--- config.mk ---
export PLATFORM = sky130hd
export DESIGN_NAME = t0_bus_decoder
export DESIGN_NICKNAME = d
export VERILOG_FILES = /design/src/rtl/t0_bus_decoder.sv
export SDC_FILE = /design/constraint.sdc
export NUM_CORES = 1
export LEC_CHECK = 0
export CORE_UTILIZATION = 45
export CTS_BUF_LIST = sky130_fd_sc_hd__clkbuf_16
export CTS_CLUSTER_DIAMETER = 200
export DETAILED_ROUTE_END_ITERATION = 8
export PLACE_DENSITY = 0.72
export SLEW_MARGIN = 20
export SYNTH_ARGS = -nofsm -noshare
export SYNTH_HDL_FRONTEND = slang
export SYNTH_SLANG_ARGS = --single-unit
--- constraint.sdc ---
create_clock -name ck -period 3.9 [get_ports ck]
set_clock_uncertainty 0.15 [all_clocks]
set_input_delay 0.39 -clock ck [delete_from_list [all_inputs] [get_ports ck]]
set_output_delay 0.39 -clock ck [all_outputs]
set_load 0.03 [all_outputs]
--- src/rtl/t0_bus_decoder.sv ---
// -----------------------------------------------------------------------------
// t0_bus_decoder
//
// Receiver-side decoder for the T0 (zero-transition) address bus encoding.
// Rebuilds the original address stream from the encoded bus B and the INC
// line, flags an INC word that arrives with no reference address, and meters
// switching activity on the received {INC,B} lines.
//
// Ports
//   ck         in   1      clock, rising edge
//   rst        in   1      asynchronous reset, active-low
//   B          in   WIDTH  encoded bus from the T0 encoder
//   INC        in   1      1 = address is previous + STRIDE, B frozen
//   valid_in   in   1      B/INC qualify this cycle
//   cnt_clr    in   1      synchronous clear of the toggle counter (wins)
//   A          out  WIDTH  decoded address (registered)
//   valid_out  out  1      A updated this cycle
//   err        out  1      one-cycle pulse: INC=1 with no reference address
//   tog_cnt    out  CNTW   saturating count of bit transitions on {INC,B}
// -----------------------------------------------------------------------------
module t0_bus_decoder #(
    parameter int unsigned WIDTH  = 8,
    parameter int unsigned STRIDE = 1,
    parameter int unsigned CNTW   = 16
) (
    input  logic             ck,
    input  logic             rst,
    input  logic [WIDTH-1:0] B,
    input  logic             INC,
    input  logic             valid_in,
    input  logic             cnt_clr,
    output logic [WIDTH-1:0] A,
    output logic             valid_out,
    output logic             err,
    output logic [CNTW-1:0]  tog_cnt
);

    typedef enum logic {
        ST_EMPTY  = 1'b0,   // no reference address held
        ST_LOCKED = 1'b1    // r_last_addr is valid
    } state_t;

    state_t           r_state;
    state_t           w_state_nxt;
    logic [WIDTH-1:0] r_a;
    logic [WIDTH-1:0] w_a_nxt;
    logic [WIDTH-1:0] r_last_addr;
    logic [WIDTH-1:0] w_last_nxt;
    logic             r_valid_out;
    logic             w_valid_nxt;
    logic             r_err;
    logic             w_err_nxt;
    logic [WIDTH:0]   r_prev_bus;
    logic [CNTW-1:0]  r_tog_cnt;

    logic [WIDTH-1:0] w_inc_addr;
    logic [WIDTH:0]   w_bus_now;
    logic [WIDTH:0]   w_flips;
    logic [CNTW:0]    w_pop;
    logic [CNTW:0]    w_sum;
    logic [CNTW-1:0]  w_tog_sat;

    // Truncation to WIDTH bits gives the modulo-2^WIDTH wrap (8'hFF+1 -> 8'h00).
    assign w_inc_addr = r_last_addr + WIDTH'(STRIDE);

    // -------------------------------------------------------------------------
    // Decode FSM: next-state and next-output logic
    // -------------------------------------------------------------------------
    always_comb begin
        // NOTE: every signal gets a default before any branch so no path can
        // leave it unassigned, which would otherwise infer a latch.
        w_state_nxt = r_state;
        w_a_nxt     = r_a;
        w_last_nxt  = r_last_addr;
        w_valid_nxt = 1'b0;
        w_err_nxt   = 1'b0;

        if (valid_in) begin
            if (!INC) begin
                // Literal address on the bus: always resynchronises the decoder.
                w_a_nxt     = B;
                w_last_nxt  = B;
                w_valid_nxt = 1'b1;
                w_state_nxt = ST_LOCKED;
            end else if (r_state == ST_LOCKED) begin
                // B is frozen by the encoder here; only the reference matters.
                w_a_nxt     = w_inc_addr;
                w_last_nxt  = w_inc_addr;
                w_valid_nxt = 1'b1;
            end else begin
                // Increment with nothing to increment from: report, keep A.
                w_err_nxt   = 1'b1;
            end
        end
    end

    // -------------------------------------------------------------------------
    // Toggle meter: popcount of flipped lines, saturating accumulate
    // -------------------------------------------------------------------------
    assign w_bus_now = {INC, B};
    assign w_flips   = w_bus_now ^ r_prev_bus;

    always_comb begin
        w_pop = '0;
        for (int i = 0; i <= int'(WIDTH); i++) begin
            w_pop = w_pop + (CNTW+1)'(w_flips[i]);
        end
    end

    // One extra sum bit catches the carry so the counter pins at all-ones.
    assign w_sum     = {1'b0, r_tog_cnt} + w_pop;
    assign w_tog_sat = w_sum[CNTW] ? '1 : w_sum[CNTW-1:0];

    // -------------------------------------------------------------------------
    // State registers
    // -------------------------------------------------------------------------
    always_ff @(posedge ck or negedge rst) begin
        if (!rst) begin
            r_state     <= ST_EMPTY;
            r_a         <= '0;
            r_last_addr <= '0;
            r_valid_out <= 1'b0;
            r_err       <= 1'b0;
        end else begin
            // NOTE: sequential state uses non-blocking assignments so every
            // register samples the pre-edge values, independent of statement order.
            r_state     <= w_state_nxt;
            r_a         <= w_a_nxt;
            r_last_addr <= w_last_nxt;
            r_valid_out <= w_valid_nxt;
            r_err       <= w_err_nxt;
        end
    end

    always_ff @(posedge ck or negedge rst) begin
        if (!rst) begin
            r_prev_bus <= '0;
            r_tog_cnt  <= '0;
        end else begin
            // Clear discards this cycle's transitions but the bus history
            // still advances, so the next count is relative to this word.
            if (cnt_clr) begin
                r_tog_cnt <= '0;
            end else if (valid_in) begin
                r_tog_cnt <= w_tog_sat;
            end
            if (valid_in) begin
                r_prev_bus <= w_bus_now;
            end
        end
    end

    assign A         = r_a;
    assign valid_out = r_valid_out;
    assign err       = r_err;
    assign tog_cnt   = r_tog_cnt;

endmodule

==> metrics.csv, run 1 <==
metric;value;unit
status;complete, but fails checks;
violations;setup timing;
gr-total-overflow;0;
io_pins;39;
diodes;0;
yosysWarnings;0;
drtPass1Iterations;4;
dp_cells;328;
rsz0062_at_grt;true;
switching_share;36.9;%
antenna_found_initial;0;
numCtsBuffers;5;
post-place-ws;-691;ps
multi_input_area;1330;um2
synth.cell_area;2230;um2
critical_path.endpoint_type;register;
clk_pin_slew;60;ps
hold_class;register to register;
fin_nets;295;
drc_errors;0;
num_vias;1904;
report.final.hold_viol_count;0;
ys_async_sr_fraction;100;%
final_common_cell;dfrtp_1;
synth_edf_count;0;
dpl.hpwl;3.60;mm
drt_iter0_drc;108;
max_cap_viol_count;0;
ctsRootBufferMaster;clkbuf_16;
p_comb_share;50.1;%
syn_to_final_growth;37.7;%
portBuffers;38;
die_height;72.3;um
grtUsageTotal;22.1;%
routedWlPerCell;16.1;um
fin_util;64.4;%
cp.required;3880;ps
routed_wl;5.43;mm
yosysTopAreaCell;dfrtp_1;
switchingPower;0.677;mW
ff_latch_area;901;um2
critical_path.startpoint;B[0];
grt_pass1_wl;8.86;mm
die_area;5230;um2
fillers;402;
holdWs;360;ps
p_seq_share;25.4;%
r2r_start;r_prev_bus[0]$_DFFE_PN0P_;
power.internal;1.16;mW
core_area;4750;um2
crit_type;primary input to register;
min_from;tog_cnt[15]$_DFFE_PN0P_;
fin_crit;3980;ps
synthCells;218;
synth_nets;244;
fin_cells;337;
path_max_fanout;5;
cts_buffer_depth;2;
tightestPinTransition;699;ps
grt_max_degree;41;
ys_seq_area_share;40.5;%
critPathArrivalTime;3970;ps
finalSetupViolations;5;
place_congestion;0.791;
num_rows;25;
viasPerCell;5.65;
maxSlewHeadroom;53.2;%
cts.sinks;36;
synth.top_cell.area_share;40.5;%
setup_ws;-83.2;ps
cts_tree;built;
slew_violations;0;
ant_nets;0;
p_leak;1.30;nW
ys_top_cells_by_area;dfrtp_1 (40%), fa_1 (5.4%), mux2_2 (5.1%);
p_per_area;598;nW/um2
critPathLaunchType;primary input;
postCtsHoldBufs;0;
clk_latency;280;ps
final_cell_mix;dfrtp_1 (36), clkdlybuf4s50_1 (33), inv_1 (20);
cts_htree_levels;2;
vdd_drop_max;310;uV
grt_pass1_vias;1886;
pwr-share-clk;24.5;%
fmaxAchievable;0.251;GHz
final_layout_size_suffix_gt1_share;20.0;%
die_w;72.3;um
finalCritPeriodShare;102;%
initial_core_util;46.8;%
ys.flop_type;dfrtp_1;
syn_avg_cell_area;10.2;um2
yosysUniqueCellTypes;43;
synth_seq_cells;36;
cells by family after synthesis:
family,Yosys count,synth area share [%]
adder cells (fa/ha/maj),13,9.33
AO/OA/AOI/OAI,59,19.8
XOR/XNOR,11,4.33
AND/OR/NAND/NOR,54,13.0
flip-flops,36,40.5
buffers and inverters,31,6.18
multiplexers,14,6.86
power groups by stage:
stage                     Clock [mW]  Sequential, mW  Combinational, mW
after floorplan                    0           0.529              0.494
after global placement             0           0.470              0.846
after detailed placement           0           0.472              0.862
after CTS                      0.452           0.466              0.887
after global routing           0.470           0.474               1.02
final                          0.449           0.466              0.917
what timing repair did:
item | 4_1_cts | 5_1_grt
pin swaps | 16 | 4
setup buffers | 0 | 1
hold endpoints to repair | 0 | 0
endpoints found under the setup margin | 16 | 16
resized for setup | 18 | 3
final timing paths:
| kind | to | slack, ps | depth (start not counted) |
|---|---|---|---|
| hold / removal | tog_cnt[15]$_DFFE_PN0P_ | 360 | 1 |
| setup reg to reg | tog_cnt[8]$_DFFE_PN0P_ | -80 | 13 |
| max in group asynchronous | r_prev_bus[5]$_DFFE_PN0P_ | 2890 | 2 |
| min in group asynchronous | tog_cnt[4]$_DFFE_PN0P_ | 390 | 2 |
| hold reg to reg | tog_cnt[15]$_DFFE_PN0P_ | 360 | 1 |
| setup / recovery | tog_cnt[8]$_DFFE_PN0P_ | -80 | 14 |
sequential cells by signal (all words and copies together) (netlist names):
name         flops
r_prev_bus       9
r_last_addr      8
err              1
valid_out        1
tog_cnt         16
r_state          1
synthesized netlist by cell type, types with 2 or more instances:
master     number
xor2_1          8
mux2i_1         4
and2_1          4
buf_1           2
mux2_2         10
a21oi_1         6
inv_1          20
xnor2_1         3
and3_1          8
dfrtp_1        36
nand2_1         9
nor2_1         11
a311oi_1        7
nor3_1          3
o21ai_0         8
buf_2           2
buf_6           2
a21o_1          3
fa_1            6
a2111oi_0       2
nand3_1         9
ha_1            7
a22oi_1         3
o22ai_1         3
nand4_1         5
a31oi_1         2
a41oi_1         4
a211oi_1       12
a311oi_2        2
clkbuf_1        4
cell type report:
cell class / instances / share of cell area, %
Inverter: 20 / 2.45
Sequential cell: 36 / 29.4
Clock inverter: 3 / 1.22
Multi-Input combinational cell: 151 / 43.3
Timing Repair Buffer: 55 / 16.8
Clock buffer: 5 / 4.08
Tap cell: 67 / 2.74
metrics by stage:
step | setup TNS [ps] | power, mW | instance area (um2)
3_5_place_dp | -8390 | 1.33 | 2790
5_1_grt | -2110 | 1.96 | 3060
2_1_floorplan | -534 | 1.02 | 2280
4_1_cts | -869 | 1.80 | 3040
6_report | -341 | 1.83 | 3060
3_3_place_gp | -8240 | 1.32 | 2790
critical path, cell delays in order:
cell and delay [ps]:
dlygate4sd2_1 270, xor2_2 230, fa_1 480, fa_1 550, inv_1 50, fa_1 470, inv_1 40, ha_2 180
fa_2 340, a211o_1 280, and2_4 180, buf_12 140, a311oi_4 260, a211oi_2 100
routing by layer:
| metal | share of wire (%) | track usage (%) | routed length, um | up-vias |
|---|---|---|---|---|
| met5 | 0 | 0 | 0 | - |
| met2 | 52 | 38.7 | 2810 | 68 |
| met4 | 1.4 | 6.10 | 76 | 0 |
| li1 | - | - | - | 903 |
| met3 | 4.6 | 4.58 | 248 | 9 |
| met1 | 42 | 27.5 | 2290 | 924 |
Power figures use the tool's default switching activity.
==> run 2: changes to the inputs <==
--- a/config.mk
+++ b/config.mk
@@ -10,6 +10,7 @@
 export CTS_CLUSTER_DIAMETER = 200
 export DETAILED_ROUTE_END_ITERATION = 8
 export PLACE_DENSITY = 0.72
+export SKIP_LAST_GASP = 1
 export SLEW_MARGIN = 20
 export SYNTH_ARGS = -nofsm -noshare
 export SYNTH_HDL_FRONTEND = slang
==> run 2 against run 1 <==
  * The run still ends with setup timing left
  * Sequential power barely moved
  * First-iteration DRC count fell by 26%
  * Core utilization increased by 0.42 points
  * Routed wire length grew 1.4%
  * Total power is 0.16% higher
  * Critical path depth did not move
  * Via count grew 1.5%
  * Global-route usage is the same
  * Register-to-register slack got worse by 30 ps
  * Flip-flop and latch count did not move
==> metrics.csv, run 2 (synthesis results as in run 1) <==
metric;value;unit
viasPerCell;5.72;
io_pins;39;
drtPass1Iterations;4;
hold_class;register to register;
r2r_start;r_prev_bus[0]$_DFFE_PN0P_;
die_height;72.3;um
cp_slowest_cell;fa_1;
max_cap_viol_count;0;
p_leak;1.30;nW
ant_nets;0;
dpl.hpwl;3.60;mm
path_max_fanout;4;
crit_top_cell;fa_1;
critPathLaunchType;primary input;
grt_pass1_vias;1886;
grt_pass1_wl;8.86;mm
slew_violations;0;
setup_ws;-113;ps
antenna_found_initial;0;
portBuffers;38;
worstPathCellList;dlygate4sd2_1 > xor2_2 > fa_1 > fa_1 > inv_1 > fa_1 > inv_1 > ha_2 > fa_2 > a211o_1 > and2_4 > buf_4 > a211oi_2 > a221oi_1;
tightestPinTransition;710;ps
core_area;4750;um2
p_per_area;595;nW/um2
power.internal;1.16;mW
drc_errors;0;
final_cell_mix;dfrtp_1 (36), clkdlybuf4s50_1 (33), inv_1 (20);
post-place-ws;-691;ps
p_comb_share;50.2;%
vdd_drop_max;397;uV
whs_path_depth;1;
finalPower;1.83;mW
clk_latency;280;ps
cts.sinks;36;
fin_nets;296;
final_layout_size_suffix_gt1_share;21.0;%
clk_pin_slew;60;ps
max_stage_delay;550;ps
met2_usage;38.4;%
ctsRootBufferMaster;clkbuf_16;
num_vias;1932;
cts_htree_levels;2;
final_area;3080;um2
critPathArrivalTime;3980;ps
ff_latch_area;901;um2
routedWlPerCell;16.3;um
initial_core_util;46.8;%
p_seq_share;25.4;%
finalSetupViolations;5;
drt_iter0_drc;80;
cts_buffer_depth;2;
postCtsHoldBufs;0;
num_rows;25;
fillers;398;
die_area;5230;um2
gr-total-overflow;0;
switchingPower;0.679;mW
routed_wl;5.50;mm
fin_crit;4010;ps
status;complete, but fails checks;
cts_tree;built;
diodes;0;
use_met3;4.58;%
die_w;72.3;um
numCtsBuffers;5;
pwr-share-clk;24.4;%
syn_to_final_growth;38.6;%
switching_share;37.0;%
largest_register_ffs;16;
cp.required;3870;ps
hold_end;tog_cnt[15]$_DFFE_PN0P_;
r2r_cells;13;
multi_input_area;1340;um2
grt_max_degree;41;
r2r_end;tog_cnt[13]$_DFFE_PN0P_;
grt-busiest-layer;met2;
tns;-317;ps
rsz0062_at_grt;true;
finalCritPeriodShare;103;%
place_area;2790;um2
min_from;tog_cnt[15]$_DFFE_PN0P_;
crit_type;primary input to register;
use_met1;27.6;%
place_congestion;0.791;
critical_path.endpoint_type;register;
maxSlewHeadroom;52.5;%
r2r_slack;-110;ps
violations;setup timing;
final_common_cell;dfrtp_1;
fmaxAchievable;0.249;GHz
report.final.hold_viol_count;0;
grtUsageTotal;22.1;%
## run 2: changes by cell type in the layout (fill, tap and decap cells not counted), sizes merged
cell and change:
buf +1
## run 2: worst max-delay path: cells and delay by family
| kind | cells | cell delay (ps) |
|---|---|---|
| adders and majority gates | 5 | 2020 |
| AOI/OAI and AO/OA | 3 | 630 |
| xor gates and xnor gates | 1 | 230 |
| and+or+nand+nor | 1 | 180 |
| buffers and inverters | 4 | 520 |
## run 2: how the worst max path moves through the flow
stage	startpoint	cells after the start	end	slack [ps]
2_1_floorplan	INC	14	tog_cnt[15]$_DFFE_PN0P_	-120
3_3_place_gp	B[6]	13	tog_cnt[14]$_DFFE_PN0P_	-620
3_5_place_dp	B[6]	13	tog_cnt[14]$_DFFE_PN0P_	-690
4_1_cts	r_prev_bus[2]$_DFFE_PN0P_	13	tog_cnt[8]$_DFFE_PN0P_	-140
5_1_grt	r_prev_bus[0]$_DFFE_PN0P_	13	tog_cnt[8]$_DFFE_PN0P_	-240
6_report	B[0]	14	tog_cnt[13]$_DFFE_PN0P_	-110
## run 2: power groups by stage
stage          clock [mW]  sequential [mW]  combinational [mW]
6_report            0.447            0.466               0.922
4_1_cts             0.452            0.466               0.881
3_3_place_gp            0            0.470               0.846
2_1_floorplan           0            0.529               0.494
3_5_place_dp            0            0.472               0.862
5_1_grt             0.470            0.474                1.02
## run 2: metrics by stage
stage,utilization (%),hold WS (ps),std cells
after detailed placement,58.8,355,328
final,64.9,360,338
after global routing,64.9,400,338
after CTS,63.7,370,336
after global placement,58.8,343,328
after floorplan,-,-55.6,218
## run 2: what timing repair did
item,4_1_cts,5_1_grt
resized for setup,17,6
endpoints found under the setup margin,16,16
buffers inserted,0,2
gates cloned,0,0
pin swaps,16,7
## run 2: layout make-up
| class | instances | share of cell area [%] |
|---|---|---|
| multi-input cells | 151 | 43.4 |
| flip-flops and latches | 36 | 29.2 |
| repair buffers | 56 | 16.9 |
| clock buffers | 5 | 4.06 |
| well taps | 67 | 2.72 |
| inverters | 20 | 2.43 |
| clock inverters | 3 | 1.22 |
## run 2: metal layers
| layer | up-vias | part of all wire [%] |
|---|---|---|
| met1 | 943 | 42 |
| met2 | 67 | 51 |
| li1 | 905 | - |
| met4 | 0 | 2.6 |
| met5 | - | 0 |
| met3 | 17 | 4.3 |
==> run 3: changes to the inputs <==
--- a/config.mk
+++ b/config.mk
@@ -9,8 +9,7 @@
 export CTS_BUF_LIST = sky130_fd_sc_hd__clkbuf_16
 export CTS_CLUSTER_DIAMETER = 200
 export DETAILED_ROUTE_END_ITERATION = 8
-export PLACE_DENSITY = 0.72
-export SKIP_LAST_GASP = 1
+export PLACE_DENSITY = 0.79
 export SLEW_MARGIN = 20
 export SYNTH_ARGS = -nofsm -noshare
 export SYNTH_HDL_FRONTEND = slang
==> run 3 against run 2 <==
  * The flow still finishes with violations (setup timing)
  * First-iteration DRC count grew 69%
  * Sequential share of layout area up 0.42 points
  * Fmax barely moved
  * Final area shrank 1.4%
  * Highest routed layer unchanged
==> metrics.csv, run 3 (synthesis results as in run 1) <==
metric;value;unit
status;complete, but fails checks;
violations;setup timing;
p_seq_share;25.7;%
cp.required;3880;ps
cts_tree;built;
switchingPower;0.676;mW
die_height;72.3;um
grt_pass1_vias;1860;
slew_violations;0;
finalPower;1.82;mW
antenna_found_initial;0;
final_layout_size_suffix_gt1_share;19.6;%
setup_ws;-111;ps
dpl.hpwl;3.75;mm
num_rows;25;
clk_pin_slew;60;ps
postCtsHoldBufs;0;
drtPass1Iterations;6;
die_w;72.3;um
grtUsageTotal;22.4;%
cts_buffer_depth;2;
crit_type;primary input to register;
final_cell_mix;dfrtp_1 (36), clkdlybuf4s50_1 (33), inv_1 (20);
clk_latency;290;ps
core_area;4750;um2
p_leak;1.29;nW
cts_htree_levels;2;
critPathArrivalTime;3990;ps
drc_errors;0;
fmaxAchievable;0.249;GHz
rsz0062_at_grt;true;
numCtsBuffers;5;
routed_wl;5.54;mm
holdWs;357;ps
fin_cells;337;
dp_cells;328;
num_vias;1942;
grt_pass1_wl;8.85;mm
ant_nets;0;
grt_max_degree;40;
power.internal;1.14;mW
diodes;0;
initial_core_util;46.8;%
portBuffers;38;
fin_nets;295;
switching_share;37.2;%
routedWlPerCell;16.4;um
finalCritPeriodShare;103;%
gr-total-overflow;0;
critPathLaunchType;primary input;
ctsRootBufferMaster;clkbuf_16;
syn_to_final_growth;36.6;%
critical_path.endpoint_type;register;
path_max_fanout;7;
post-place-ws;-708;ps
vdd_drop_max;405;uV
place_congestion;0.863;
fin_crit;4010;ps
max_cap_viol_count;0;
drt_iter0_drc;135;
pwr-share-clk;25.8;%
p_per_area;598;nW/um2
finalSetupViolations;11;
viasPerCell;5.76;
p_comb_share;48.5;%
io_pins;39;
die_area;5230;um2
largest_register_ffs;16;
report.final.hold_viol_count;0;
cts.sinks;36;
fin_util;63.9;%
final_common_cell;dfrtp_1;
hold_class;register to register;
maxSlewHeadroom;54.2;%
tightestPinTransition;685;ps
[run 3: final cells by class]
| cell class | instances | area, um2 |
|---|---|---|
| fillers | 418 | 1710 |
| multi-input cells | 151 | 1290 |
| flip-flops and latches | 36 | 901 |
| repair buffers | 55 | 514 |
| clock buffers | 5 | 125 |
| well taps | 67 | 83.8 |
| inverters | 20 | 75.1 |
| clock inverters | 3 | 46.3 |
[run 3: critical path: stages]
cell and delay, ps:
dlygate4sd2_1 280, xor2_2 210, fa_1 470, fa_1 550, inv_1 50, fa_1 480, inv_1 40, ha_2 190
fa_2 340, a211o_1 310, and2_4 180, buf_12 140, a311oi_2 240, a211oi_1 100
[run 3: what timing repair did]
action,CTS,global route
gates resized for setup,16,1
pin swaps,17,4
endpoints found under the hold margin,0,0
buffers inserted,0,1
setup endpoints to repair,16,16
[run 3: per-layer routing]
metal	vias up	part of all wire, %	track usage, %
met5	-	0	0
met1	951	42	27.3
met2	65	50	38.0
met4	0	3.1	10.7
li1	906	-	-
met3	20	4.5	4.58
[run 3: path summary, 6_finish.rpt]
| kind | from | end | slack, ps | cells after the start |
|---|---|---|---|---|
| setup / recovery | B[0] | tog_cnt[8]$_DFFE_PN0P_ | -110 | 14 |
| hold reg to reg | tog_cnt[15]$_DFFE_PN0P_ | tog_cnt[15]$_DFFE_PN0P_ | 360 | 1 |
| setup reg to reg | r_prev_bus[2]$_DFFE_PN0P_ | tog_cnt[8]$_DFFE_PN0P_ | -100 | 13 |
| min in group asynchronous | rst | r_prev_bus[6]$_DFFE_PN0P_ | 390 | 2 |
| max in group asynchronous | rst | r_last_addr[5]$_DFFE_PN0P_ | 2870 | 2 |
| hold / removal | tog_cnt[15]$_DFFE_PN0P_ | tog_cnt[15]$_DFFE_PN0P_ | 360 | 1 |
[run 3: power groups by stage]
stage,clock network (mW),registers [mW],logic [mW]
3_3_place_gp,0,0.471,0.843
4_1_cts,0.477,0.468,0.887
3_5_place_dp,0,0.473,0.867
2_1_floorplan,0,0.529,0.494
6_report,0.469,0.467,0.881
5_1_grt,0.488,0.474,0.979
[run 3: stage by stage]
step / cell area (um2) / setup TNS, ps
final: 3040 / -426
after global routing: 3040 / -2430
after CTS: 3030 / -379
after detailed placement: 2790 / -8430
after global placement: 2790 / -7730
after floorplan: 2280 / -534
==> patch 1 (flow settings as in run 1) <==
Put one more register stage on the output `err`, without a reset. The value now appears one clock later. The other outputs are not delayed to match. Comments in the files are not updated.
--- a/src/rtl/t0_bus_decoder.sv
+++ b/src/rtl/t0_bus_decoder.sv
@@ -153,5 +153,7 @@
     assign A         = r_a;
     assign valid_out = r_valid_out;
-    assign err       = r_err;
+    always_ff @(posedge ck) begin
+        err <= r_err;
+    end
     assign tog_cnt   = r_tog_cnt;
 
Formal check against the unedited RTL: not equivalent (Yosys sat finds a counterexample within 4 cycles, from zero or initial values and one cycle with rst low).
==> patch 1 against run 1 <==
- the run still ends with negative setup slack left
- die area is 0.87% higher
- fmax is 0.51% higher
- routed wire length is 1.1% higher
- synthesized area is 0.90% higher
- design area is 0.29% higher
- worst setup slack better by 20 ps
- final cell count is 0.89% higher
- sequential cell count is 1 higher
- power is 0.61% lower
- non-clock buffer count is 2 higher
- count of clock-buffer cells in the layout stayed put
- first-iteration DRC count is 32% lower
- critical path type unchanged
- critical endpoint is now tog_cnt[13]
==> patch 1: results (changes against run 1) <==
status:
  status: "finished, violations left"
  violations: "negative setup slack"
placement:
  postPlaceCellArea_mm2: 0.00281  # +0.54%
  place_congestion: 0.836  # +5.8%
detailed_routing:
  met2_length_um: 2780  # -0.86%
  wl_met1_um: 2370  # +3.3%
  wl_per_cell_um: 16.1  # +0.21%
  avgViaCountPerCell: 5.71  # +1.1%
  routed_wl_um: 5490  # +1.1%
grt:
  grt_usage: 0.224  # +0.00364
  use_met3: 0.0456  # -0.000253
  grt_pass1_wl_um: 9050  # +2.2%
  grt_pass1_vias: 1844  # -2.2%
  met2_usage: 0.380  # -0.00727
clock_network:
  post_cts_buffers: 1  # +1
sta:
  setup_viol: 8  # +3
  layout_setup_ws_ps: -63.1  # +20.1 ps
  worstMarginPinSlew_ps: 693  # -6.22 ps
  fin_hold_ws_ps: 194  # -166 ps
power:
  ir_drop_mv: 0.310  # about the same
  pwr-share-comb: 0.528  # +0.027
  seqPwrFrac: 0.262  # +0.008
synth:
  avgSynthCellArea_um2: 10.3  # +0.44%
  ys_seq_area_frac: 0.410  # +0.00531
  synth_nets: 245  # +0.41%
  post_synth_num_cell_types: 44  # +2.3%
  synthArstFlopShare: 0.973  # -0.0270
  ys_top_cells_by_area: "dfrtp_1, fa_1, mux2_2"
min_path:
  min_to: "err"
  worstHoldStart: "r_err"
  min_path_cells: 0  # -1
setup_path:
  r2r-end: "tog_cnt[13]"
  critPathMaxFanout: 7  # +2
  cp.arrival_ps: 3940  # -30 ps
  r2r_slack_ps: -60  # +20 ps
final_layout:
  fin_nets: 298  # +1.0%
[patch 1: cell types whose count changed after synthesis]
cell     delta
dfxtp_1     +1
[patch 1: cell type report]
type | count | area [µm²]
multi-input cells | 151 | 1330
well taps | 67 | 83.8
fillers | 391 | 1680
flip-flops and latches | 37 | 921
clock buffers | 5 | 125
inverters | 20 | 75.1
repair buffers | 57 | 527
clock inverters | 3 | 13.8
[patch 1: cell families (layout without fill, tap and decap cells)]
family | count (synthesis) | after routing | synth area share
adder cells (fa/ha/maj) | 13 | 13 | 0.0925
AND/OR/NAND/NOR | 54 | 54 | 0.129
flip-flops | 37 | 37 | 0.410
AO/OA/AOI/OAI | 59 | 59 | 0.197
XOR/XNOR | 11 | 11 | 0.0429
buffers and inverters | 31 | 85 | 0.0613
multiplexers | 14 | 14 | 0.0680
[patch 1: stage by stage]
step | power, mW | setup WS [ps]
global route | 1.95 | -184
detailed placement | 1.36 | -687
finish | 1.82 | -63.1
global placement | 1.33 | -608
floorplan | 1.03 | -116
CTS | 1.78 | -53.1
==> patch 2 (settings of run 1) <==
Without the edit above. Set the parameter `CNTW` to 15 (it was 16).
--- a/src/rtl/t0_bus_decoder.sv
+++ b/src/rtl/t0_bus_decoder.sv
@@ -22,5 +22,5 @@
     parameter int unsigned WIDTH  = 8,
     parameter int unsigned STRIDE = 1,
-    parameter int unsigned CNTW   = 16
+    parameter int unsigned CNTW   = 15
 ) (
     input  logic             ck,
Interface: changed (resized tog_cnt); port bits go from 39 to 38. No check against the original RTL was run, so the function may have changed too.
==> patch 2 against run 1 <==
- the run still ends with negative setup slack left
- worst setup slack improved by 50 ps
- hold slack better by 15 ps
- count of clock-buffer cells in the layout is the same
- utilization increased by 1.1 points
- sequential cell count fell by 1
- design area shrank 6.9%
- critical path type is now flop to flop
- synthesized cell count is 6.0% lower
- power shrank 10%
- highest routed layer unchanged
- synthesized area down 8.9%
- routed wire length is 14% lower
==> patch 2: results (changes against run 1) <==
placement:
  place_congestion: 0.806  # +1.9%
  postPlaceCellArea_mm2: 0.00258  # -7.5%
  hpwl_um: 3170  # -12%
  portBuffers: 37  # -2.6%
  place_inst: 303  # -7.6%
  post-place-ws_ps: -656  # +34.9 ps
sta:
  setup_viol: 2  # -3
  layout_setup_ws_ps: -33.5  # +49.7 ps
  slew_headroom: 0.546  # +0.0140
  tns_ps: -54.1  # +287 ps
power:
  power_leakage_nw: 1.25  # -3.5%
  pwr-share-comb: 0.496  # -0.005
  p_clk_mw: 0.373  # -17%
  p_int_mw: 1.04  # -10%
  ir_drop_mv: 0.262  # -15%
  clkPwrFrac: 0.227  # -0.018
status:
  status: "finished, violations left"
  violations: "negative setup slack"
synth:
  ys_seq_area_frac: 0.432  # +0.0274
  synth_nets: 231  # -5.3%
  ys_top_cells_by_area: "dfrtp_1, fa_1, mux2_2"
  synth_commonest_cells: "dfrtp_1, nor2_1, inv_1"
  yosys_warnings: 0  # unchanged
  post_synth_num_cell_types: 37  # -14%
  avgSynthCellArea_um2: 9.89  # -3.2%
clock_network:
  clockBufferDepth: 2  # unchanged
  post_cts_buffers: 1  # +1
  path_clk_slew_ps: 50
  clock_latency_ps: 280  # about the same
  cts_resized: 12  # -6
  numCtsBuffers: 5  # unchanged
detailed_routing:
  met2_length_um: 2380  # -15%
  wl_met1_um: 2020  # -12%
  met3_length_um: 198  # -20%
  top_layer: "met4"
  routed_wl_um: 4680  # -14%
  via_count: 1755  # -7.8%
  wl_per_cell_um: 14.7  # -8.7%
  drt_iter0_drc: 87  # -19%
grt:
  grt_start_max_net_pins: 36  # -12%
  grt_pass1_wl_um: 7930  # -11%
  grt_usage: 0.206  # -0.0147
  grt_pass1_vias: 1731  # -8.2%
setup_path:
  cp.arrival_ps: 3910  # -60 ps
  critPathMaxFanout: 4  # -1
final_layout:
  largest_register_ffs: 15  # -1
  drive_gt1_frac: 0.229  # +0.0293
  fillers: 336  # -16%
  fin_nets: 291  # -1.4%
[patch 2: cell type report]
type | instances | area (µm²) | area share
Timing Repair Buffer | 60 | 538 | 0.189
Sequential cell | 35 | 876 | 0.307
Inverter | 15 | 56.3 | 0.0197
Tap cell | 52 | 65.1 | 0.0228
Clock buffer | 5 | 125 | 0.0438
Multi-Input combinational cell | 148 | 1180 | 0.414
Clock inverter | 3 | 11.3 | 0.00395
[patch 2: per-layer routing]
layer | vias to the layer above | track usage
met2 | 47 | 0.370
met4 | 0 | 0.0658
li1 | 851 | -
met5 | - | 0
met3 | 8 | 0.0439
met1 | 849 | 0.244
[patch 2: final timing paths]
kind / to / cells after the start / slack (ps) / startpoint
worst max-delay path: tog_cnt[12] / 14 / -30 / r_prev_bus[8]
worst min-delay path: r_prev_bus[6] / 1 / 370 / r_prev_bus[6]
worst max register to register: tog_cnt[12] / 14 / -30 / r_prev_bus[8]
worst min register to register: r_prev_bus[6] / 1 / 370 / r_prev_bus[6]
max in group asynchronous: r_prev_bus[7] / 2 / 2890 / rst
min in group asynchronous: tog_cnt[3] / 2 / 390 / rst
[patch 2: kinds of logic (layout without fill, tap and decap cells)]
family | after synthesis | after routing | share of synthesized area
compound gates | 41 | 41 | 0.131
flops | 35 | 35 | 0.432
xor+xnor | 11 | 11 | 0.0475
buf+inv | 22 | 83 | 0.0420
mux | 13 | 13 | 0.0691
simple gates | 70 | 70 | 0.175
fa+ha+maj | 13 | 13 | 0.102
[patch 2: worst max-delay path, delay by kind of cell (launching register included)]
family,cells,cell delay [ps]
adder cells (fa/ha/maj),5,2020
AND/OR/NAND/NOR,3,540
flip-flops,1,400
AO/OA/AOI/OAI,2,360
XOR/XNOR,1,170
buffers and inverters,3,150
